### src/rtl/pm_dump_tx.sv
// pm_dump_tx: streams N program-memory words to the UART TX FIFO as {4N, bytes...}, MSB first
// Optional: define PM_DUMP_CHECKSUM_EN to append an XOR checksum of the data bytes.
module pm_dump_tx #(
    parameter int ADDR_W    = 6,
    parameter int BASE_ADDR = 0
) (
    input  logic              CLK,
    input  logic              RESET_N,
    input  logic              I_START,
    input  logic [ADDR_W-1:0] I_NWORDS,
    output logic              O_RD_EN,
    output logic [ADDR_W-1:0] O_RD_ADDR,
    input  logic [31:0]       I_RD_DATA,
    input  logic              I_TX_FULL,
    output logic              O_WR_UART,
    output logic [7:0]        O_DATA_UART,
    output logic              O_BUSY,
    output logic              O_DONE
);
    typedef enum logic [2:0] {
        IDLE,
        HEADER,
        READ,
        WAIT_DATA,
        SEND_BYTE,
`ifdef PM_DUMP_CHECKSUM_EN
        CSUM,
`endif
        DONE
    } state_t;

`ifdef PM_DUMP_CHECKSUM_EN
    localparam state_t LAST = CSUM;
`else
    localparam state_t LAST = DONE;
`endif

    state_t            state_q, state_d;
    logic [ADDR_W-1:0] n_q, n_d;
    logic [ADDR_W-1:0] idx_q, idx_d;
    logic [1:0]        bcnt_q, bcnt_d;
    logic [31:0]       shift_q, shift_d;
    logic [ADDR_W-1:0] idx_nx;
    logic [7:0]        header;
`ifdef PM_DUMP_CHECKSUM_EN
    logic [7:0]        csum_q, csum_d;
`endif

    assign idx_nx = idx_q + ADDR_W'(1);
    assign header = 8'({n_q, 2'b00});

    // state and datapath registers; reset aborts any dump in progress
    always_ff @(posedge CLK or negedge RESET_N) begin
        if (!RESET_N) begin
            state_q <= IDLE;
            n_q     <= '0;
            idx_q   <= '0;
            bcnt_q  <= '0;
            shift_q <= '0;
`ifdef PM_DUMP_CHECKSUM_EN
            csum_q  <= '0;
`endif
        end else begin
            state_q <= state_d;
            n_q     <= n_d;
            idx_q   <= idx_d;
            bcnt_q  <= bcnt_d;
            shift_q <= shift_d;
`ifdef PM_DUMP_CHECKSUM_EN
            csum_q  <= csum_d;
`endif
        end
    end

    // next state and outputs; every byte write is gated by !I_TX_FULL in the same cycle
    always_comb begin
        state_d     = state_q;
        n_d         = n_q;
        idx_d       = idx_q;
        bcnt_d      = bcnt_q;
        shift_d     = shift_q;
`ifdef PM_DUMP_CHECKSUM_EN
        csum_d      = csum_q;
`endif
        O_RD_EN     = 1'b0;
        O_RD_ADDR   = '0;
        O_WR_UART   = 1'b0;
        O_DATA_UART = 8'h00;
        O_BUSY      = 1'b1;
        O_DONE      = 1'b0;
        case (state_q)
            IDLE: begin
                O_BUSY = 1'b0;
                if (I_START) begin
                    n_d     = I_NWORDS;
                    idx_d   = '0;
`ifdef PM_DUMP_CHECKSUM_EN
                    csum_d  = 8'h00;
`endif
                    state_d = HEADER;
                end
            end
            HEADER: begin
                O_DATA_UART = header;
                O_WR_UART   = !I_TX_FULL;
                if (!I_TX_FULL) state_d = (n_q == '0) ? LAST : READ;
            end
            READ: begin
                O_RD_EN   = 1'b1;
                O_RD_ADDR = ADDR_W'(BASE_ADDR) + idx_q;
                state_d   = WAIT_DATA;
            end
            WAIT_DATA: begin
                shift_d = I_RD_DATA;
                bcnt_d  = 2'd0;
                state_d = SEND_BYTE;
            end
            SEND_BYTE: begin
                O_DATA_UART = shift_q[31:24];
                O_WR_UART   = !I_TX_FULL;
                if (!I_TX_FULL) begin
                    shift_d = {shift_q[23:0], 8'h00};
                    bcnt_d  = bcnt_q + 2'd1;
`ifdef PM_DUMP_CHECKSUM_EN
                    csum_d  = csum_q ^ shift_q[31:24];
`endif
                    if (bcnt_q == 2'd3) begin
                        idx_d   = idx_nx;
                        state_d = (idx_nx == n_q) ? LAST : READ;
                    end
                end
            end
`ifdef PM_DUMP_CHECKSUM_EN
            CSUM: begin
                O_DATA_UART = csum_q;
                O_WR_UART   = !I_TX_FULL;
                if (!I_TX_FULL) state_d = DONE;
            end
`endif
            DONE: begin
                O_BUSY  = 1'b0;
                O_DONE  = 1'b1;
                state_d = IDLE;
            end
            default: state_d = IDLE;
        endcase
    end
endmodule
### config.mk
export PLATFORM = sky130hd
export DESIGN_NAME = pm_dump_tx
export DESIGN_NICKNAME = d
export VERILOG_FILES = /design/src/rtl/pm_dump_tx.sv
export SDC_FILE = /design/constraint.sdc
export NUM_CORES = 1
export LEC_CHECK = 0
export ABC_AREA = 1
export CORE_MARGIN = 2
export CORE_UTILIZATION = 25
export DETAILED_ROUTE_END_ITERATION = 10
export PLACE_DENSITY = 0.47
export SYNTH_ARGS = -nofsm -noshare
export SYNTH_HDL_FRONTEND = slang
export SYNTH_SLANG_ARGS = --single-unit
### constraint.sdc
create_clock -name CLK -period 4.4 [get_ports CLK]
set_clock_uncertainty 0.2 [all_clocks]
set_input_delay 0.88 -clock CLK [delete_from_list [all_inputs] [get_ports CLK]]
set_output_delay 0.88 -clock CLK [all_outputs]
set_load 0.01 [all_outputs]
==> results.py, run 1 <==
metrics = {
    "synth": {
        "ys_types": 32,
        "yosys.area.top_type": "dfrtp_1",
        "yosysWarningCount": 0,
        "syn_avg_cell_area_sq_um": 8.25,
        "netlist_instances": 322,
        "synth_area_leaders": "dfrtp_1 (46%), nand2_1 (9.2%), inv_1 (7.2%)",
        "synth_nets": 366,
        "netlist_area_sq_um": 2660,
        "synth_top_area_share_pct": 46.2,
        "ys_ff_latch": 49,
        "yosysSeqAreaShare_pct": 46.2,
    },
    "clock_network": {
        "cts_tree": "built",
        "cts_setup_buffers": 0,
        "cts_resized": 0,
        "clk_pin_slew_ns": 0.10,
        "insertion_delay_ns": 0.30,
        "cts-root-buf": "clkbuf_8",
        "hold_buffers": 0,
        "cts_buffers": 5,
        "clkSinkCount": 49,
        "htreeDepth": 2,
        "cts.path.max_buffers": 2,
    },
    "pwr": {
        "pwr-share-clk_pct": 18.1,
        "switchingPower_uw": 711,
        "sequentialPowerShare_pct": 38.3,
        "switching_share_pct": 38.9,
        "internal-power_uw": 1120,
        "power_leakage_uw": 0.00145,
        "power_density_nw_per_um2": 536,
        "p_comb_share_pct": 43.7,
        "ir_drop_mv": 0.209,
    },
    "place": {
        "dp_hpwl_microns": 4770,
        "place_area_sq_um": 3300,
        "numPortBuffers": 59,
        "place_ws_ns": 0.917,
        "dp.cells": 505,
        "gp_congestion": 0.881,
    },
    "route": {
        "drt-met1-wl_microns": 3070,
        "vias": 2240,
        "drt_iter0_markers": 103,
        "antenna_left": 0,
        "wl_met3_microns": 355,
        "top_layer_used": "met4",
        "wl_per_cell_microns": 12.4,
        "wl_met2_microns": 2890,
        "routed_via_density": 4.37,
        "wirelength_microns": 6380,
        "first_pass_iters": 4,
        "drc": 0,
    },
    "timing": {
        "rsz0062_at_grt": "no",
        "period_needed_ns": 3.49,
        "tightestPinTransition_ns": 0.587,
        "period_share_pct": 79.2,
        "slew_headroom_pct": 60.8,
        "hold_viol": 0,
        "max_freq_mhz": 287,
        "setup_tns_ns": 0,
        "setup_viol": 0,
        "maxSlewViolCount": 0,
        "fin_ws_ns": 0.914,
    },
    "grt": {
        "grt_pass1_vias": 2109,
        "grt.overflow.total": 0,
        "grt_max_degree": 58,
        "track_usage_pct": 11.4,
        "antenna_found_initial": 0,
        "grt_pass1_wl_microns": 10400,
    },
    "final_layout": {
        "final_nets": 420,
        "layout-drive-gt1-share_pct": 8.22,
        "syn_to_final_growth_pct": 28.4,
        "diodes": 0,
        "final_area_sq_um": 3410,
        "fin_cells": 513,
    },
    "floorplan": {
        "die_w_microns": 107,
        "io_pins": 60,
        "fp.coreArea_sq_um": 10300,
        "die_area_sq_um": 11500,
        "row_count": 37,
        "start_util_pct": 25.7,
        "die_y_microns": 107,
    },
    "setup_path": {
        "path_max_fanout": 5,
        "start_kind": "primary input",
        "r2r_start": "state_q[0]",
        "worstReg2RegEnd": "shift_q[31]",
        "worst_r2r_path_depth": 6,
        "endpoint_kind": "output port",
        "critPathKind": "primary input to output port",
        "cp.arrival_ns": 2.41,
        "worst_ep_required_time_ns": 3.32,
        "regToRegSetupSlack_ns": 2.02,
    },
    "flow_run": {
        "cap_violations": 0,
    },
    "outcome": {
        "status": "completed",
    },
    "hold_path": {
        "hp-class": "primary input to asynchronous set/reset pin",
    },
}
-- power by group through the flow --
stage,sequential [uW],combinational (uW),clock (uW)
5_1_grt,720,902,365
3_3_place_gp,708,796,0
6_report,699,798,330
4_1_cts,699,813,342
2_1_floorplan,695,604,0
3_5_place_dp,710,807,0
-- how the worst max path moves through the flow --
stage                          from        end  slack, ns  depth (start not counted)
after floorplan           I_TX_FULL  O_WR_UART       2.00                          2
after global placement    I_TX_FULL  O_WR_UART       0.89                          4
after detailed placement  I_TX_FULL  O_WR_UART       0.92                          4
after CTS                 I_TX_FULL  O_WR_UART       0.90                          4
after global routing      I_TX_FULL  O_WR_UART       0.87                          4
final                     I_TX_FULL  O_WR_UART       0.91                          4
-- layout make-up --
cell class | count | area (sq um)
Timing Repair Buffer | 60 | 593
Inverter | 55 | 211
Tap cell | 136 | 170
Fill cell | 1081 | 6910
Clock inverter | 3 | 43.8
Multi-Input combinational cell | 205 | 1100
Sequential cell | 49 | 1230
Clock buffer | 5 | 68.8
-- synth_stat cells, drive strengths merged --
master and n:
o21a 1, a221oi 1, clkbuf 2, xor2 1, buf 11, o21ai 39
ha 2, dfrtp 49, nand4 4, inv 55, or2 2, nand3 14
a21oi 10, o22ai 8, nor2 26, nand2 70, o211ai 24, xnor2 1
nor3 2
-- worst max-delay path, cell delays in order --
cell and delay [ns]:
clkdlybuf4s50_1 0.51, or2_1 0.34, o21ai_0 0.10, clkdlybuf4s50_1 0.57
-- cells by family (layout without fill, tap and decap cells) --
logic type | count (synthesis) | count (layout) | synth area share, %
AO/OA/AOI/OAI | 83 | 83 | 20.1
AND/OR/NAND/NOR | 118 | 118 | 19.6
adder cells (fa/ha/maj) | 2 | 2 | 0.942
XOR/XNOR | 2 | 2 | 0.660
flip-flops | 49 | 49 | 46.2
buffers and inverters | 68 | 123 | 12.5
-- state kept, by name, indices dropped and copies added (netlist names) --
| register | flops |
|---|---|
| state_q | 3 |
| n_q | 6 |
| shift_q | 32 |
| bcnt_q | 2 |
| idx_q | 6 |
-- cells in the final DEF, fill, tap and decap left out, drive strengths merged --
cell | Yosys | layout
a221oi | 1 | 1
xnor2 | 1 | 1
or2 | 2 | 2
o21ai | 39 | 39
nor3 | 2 | 2
xor2 | 1 | 1
clkdlybuf4s50 | 0 | 58
bufinv | 0 | 1
inv | 55 | 56
nand3 | 14 | 14
ha | 2 | 2
o21a | 1 | 1
nand4 | 4 | 4
nand2 | 70 | 70
a21oi | 10 | 10
dfrtp | 49 | 49
o22ai | 8 | 8
clkinv | 0 | 1
buf | 11 | 2
o211ai | 24 | 24
clkbuf | 2 | 5
nor2 | 26 | 26
-- per-layer routing --
| metal | vias up | global-route usage [%] |
|---|---|---|
| met2 | 52 | 17.9 |
| met5 | - | 0 |
| met4 | 0 | 2.88 |
| met1 | 1023 | 15.6 |
| li1 | 1159 | - |
| met3 | 6 | 3.10 |
-- metrics by stage --
stage / hold slack, ns / power (uW) / util, %
2_1_floorplan: 0.269 / 1300 / -
3_3_place_gp: 0.301 / 1500 / 31.9
3_5_place_dp: 0.305 / 1520 / 31.9
4_1_cts: 0.322 / 1850 / 33.0
5_1_grt: 0.340 / 1990 / 33.0
6_report: 0.313 / 1830 / 33.0
(Power assumes the default switching activity.)
==> inputs of run 2 (changes only) <==
==> constraint.sdc (replaced) <==
create_clock -name CLK -period 3.25 [get_ports CLK]
set_clock_uncertainty 0.2 [all_clocks]
set_input_delay 0.65 -clock CLK [delete_from_list [all_inputs] [get_ports CLK]]
set_output_delay 0.65 -clock CLK [all_outputs]
set_load 0.01 [all_outputs]
==> run 2 against run 1 <==
  * Power increased by 35%
  * Routed wire length increased by 2.1%
  * Sequential cell count is the same
  * Critical endpoint unchanged
==> results.py, run 2 (synthesis results as in run 1) <==
metrics = {
    "final_layout": {
        "syn_to_final_growth_pct": 28.6,
        "n_fill_cell": 1094,
        "largest_register_ffs": 32,
        "final_nets": 422,
        "diodes": 0,
        "largestRegisters": "shift_q (32), idx_q (6), n_q (6)",
        "layout-drive-gt1-share_pct": 8.47,
        "final_cell_mix": "nand2_1 (65), clkdlybuf4s50_1 (58), inv_1 (51)",
        "top_register": "shift_q",
        "layout_commonest_cell": "nand2_1",
    },
    "route": {
        "vias": 2269,
        "wl_per_cell_microns": 12.7,
        "routed_via_density": 4.41,
        "first_pass_iters": 4,
        "drc": 0,
        "drt_iter0_markers": 79,
        "antenna_left": 0,
        "wirelength_microns": 6510,
    },
    "timing": {
        "setup_viol": 0,
        "hold_viol": 0,
        "maxSlewViolCount": 0,
        "max_freq_mhz": 332,
        "tightestPinTransition_ns": 0.574,
        "slew_headroom_pct": 61.7,
        "period_share_pct": 92.7,
        "rsz0062_at_grt": "no",
        "period_needed_ns": 3.01,
        "setup_tns_ns": 0,
    },
    "pwr": {
        "p_comb_share_pct": 43.9,
        "ir_drop_mv": 0.242,
        "pwr-share-clk_pct": 17.6,
        "power.total_uw": 2460,
        "power_density_nw_per_um2": 721,
        "switching_share_pct": 38.7,
        "power_leakage_uw": 0.00145,
        "sequentialPowerShare_pct": 38.5,
        "switchingPower_uw": 954,
        "internal-power_uw": 1510,
    },
    "grt": {
        "grt_busiest_layer": "met2",
        "grt.met3_usage_pct": 2.86,
        "track_usage_pct": 12.1,
        "grt_max_degree": 58,
        "antenna_found_initial": 0,
        "grt_pass1_wl_microns": 11000,
        "grt.overflow.total": 0,
        "use_met2_pct": 19.3,
        "grtUsageMet1_pct": 16.4,
        "grt_pass1_vias": 2221,
    },
    "floorplan": {
        "start_util_pct": 25.7,
        "fp.coreArea_sq_um": 10300,
        "die_w_microns": 107,
        "row_count": 37,
        "io_pins": 60,
        "die_area_sq_um": 11500,
        "die_y_microns": 107,
    },
    "clock_network": {
        "hold_buffers": 0,
        "cts_tree": "built",
        "clk_pin_slew_ns": 0.10,
        "clkSinkCount": 49,
        "insertion_delay_ns": 0.30,
        "cts-root-buf": "clkbuf_8",
        "cts_buffers": 5,
        "cts_resized": 0,
        "htreeDepth": 2,
        "cts.path.max_buffers": 2,
        "cts_setup_buffers": 0,
    },
    "setup_path": {
        "path_max_fanout": 5,
        "critPathMaxStageDelay_ns": 0.57,
        "critical_path_buf_inv_count": 2,
        "path_cells": "clkdlybuf4s50_1 -> or2_1 -> o21ai_0 -> clkdlybuf4s50_1",
        "endpoint_kind": "output port",
        "start_kind": "primary input",
        "cp.arrival_ns": 2.16,
        "worst_path_max_delay_cell": "clkdlybuf4s50_1",
        "worst_ep_required_time_ns": 2.40,
        "crit_path_frequent_cell": "clkdlybuf4s50_1",
        "cpLargestDelayFamily": "buffers and inverters",
        "critPathKind": "primary input to output port",
    },
    "outcome": {
        "status": "completed",
    },
    "place": {
        "gp_congestion": 0.862,
        "dp_hpwl_microns": 4880,
        "numPortBuffers": 59,
    },
    "flow_run": {
        "cap_violations": 0,
    },
    "hold_path": {
        "hp-class": "primary input to asynchronous set/reset pin",
    },
}
run 2: cell count changes in the layout (fill, tap and decap cells not counted), sizes merged:
cell  before  now
buf        2    4
inv       56   55
run 2: worst reg2reg max path, cell delays in order, from the launching register on:
cell,delay [ns]
dfrtp_1,0.42
nor2_2,0.19
nand2_1,0.07
buf_4,0.19
or2_1,0.30
nand2_4,0.45
o211ai_1,0.21
o21ai_0,0.11
run 2: final timing paths:
path | endpoint | slack [ns] | start | depth (start not counted)
min reg2reg | shift_q[25] | 0.33 | shift_q[25] | 2
max | O_WR_UART | 0.24 | I_TX_FULL | 4
min | idx_q[2] | 0.11 | RESET_N | 2
max reg2reg | shift_q[13] | 1.03 | state_q[0] | 7
min in group CLK | shift_q[25] | 0.33 | shift_q[25] | 2
max in group asynchronous | bcnt_q[0] | 2.41 | RESET_N | 2
run 2: layout make-up:
cell class	count	area [sq um]	share of cell area, %
timing repair buffer	62	608	17.8
inverter	55	211	6.19
clock buffer	5	68.8	2.01
sequential	49	1230	35.9
tap	136	170	4.98
multi-input combinational	205	1100	32.1
clock inverter	2	35.0	1.03
run 2: metal layers:
layer / vias to the layer above / wire, microns
met1: 1036 / 3030
li1: 1160 / -
met4: 0 / 65
met3: 7 / 392
met5: - / 0
met2: 66 / 3020
run 2: per-stage QoR:
| stage | worst slack (ns) | utilization (%) | std cells | instance area (sq um) | hold WS [ns] |
|---|---|---|---|---|---|
| after floorplan | 1.17 | - | 322 | 2660 | 0.154 |
| after global placement | 0.238 | 32.1 | 507 | 3310 | 0.304 |
| after detailed placement | 0.223 | 32.1 | 507 | 3310 | 0.304 |
| after CTS | 0.208 | 33.1 | 514 | 3420 | 0.124 |
| after global routing | 0.108 | 33.1 | 514 | 3420 | 0.133 |
| final | 0.237 | 33.1 | 514 | 3420 | 0.112 |
run 2: power groups by stage:
stage | Clock [uW] | Sequential (uW) | Combinational, uW
after floorplan | 0 | 941 | 817
after global placement | 0 | 959 | 1090
after detailed placement | 0 | 962 | 1100
after CTS | 450 | 948 | 1110
after global routing | 473 | 977 | 1240
final | 433 | 948 | 1080
==> inputs of run 3 (changes only) <==
--- a/config.mk
+++ b/config.mk
@@ -10,6 +10,9 @@
 export CORE_UTILIZATION = 25
 export DETAILED_ROUTE_END_ITERATION = 10
 export PLACE_DENSITY = 0.47
+export SETUP_SLACK_MARGIN = 0.02
+export SKIP_LAST_GASP = 1
 export SYNTH_ARGS = -nofsm -noshare
 export SYNTH_HDL_FRONTEND = slang
 export SYNTH_SLANG_ARGS = --single-unit
+export TNS_END_PERCENT = 5
==> results of run 3 <==
The final DEF is identical to that of run 2; final timing and power are the same.
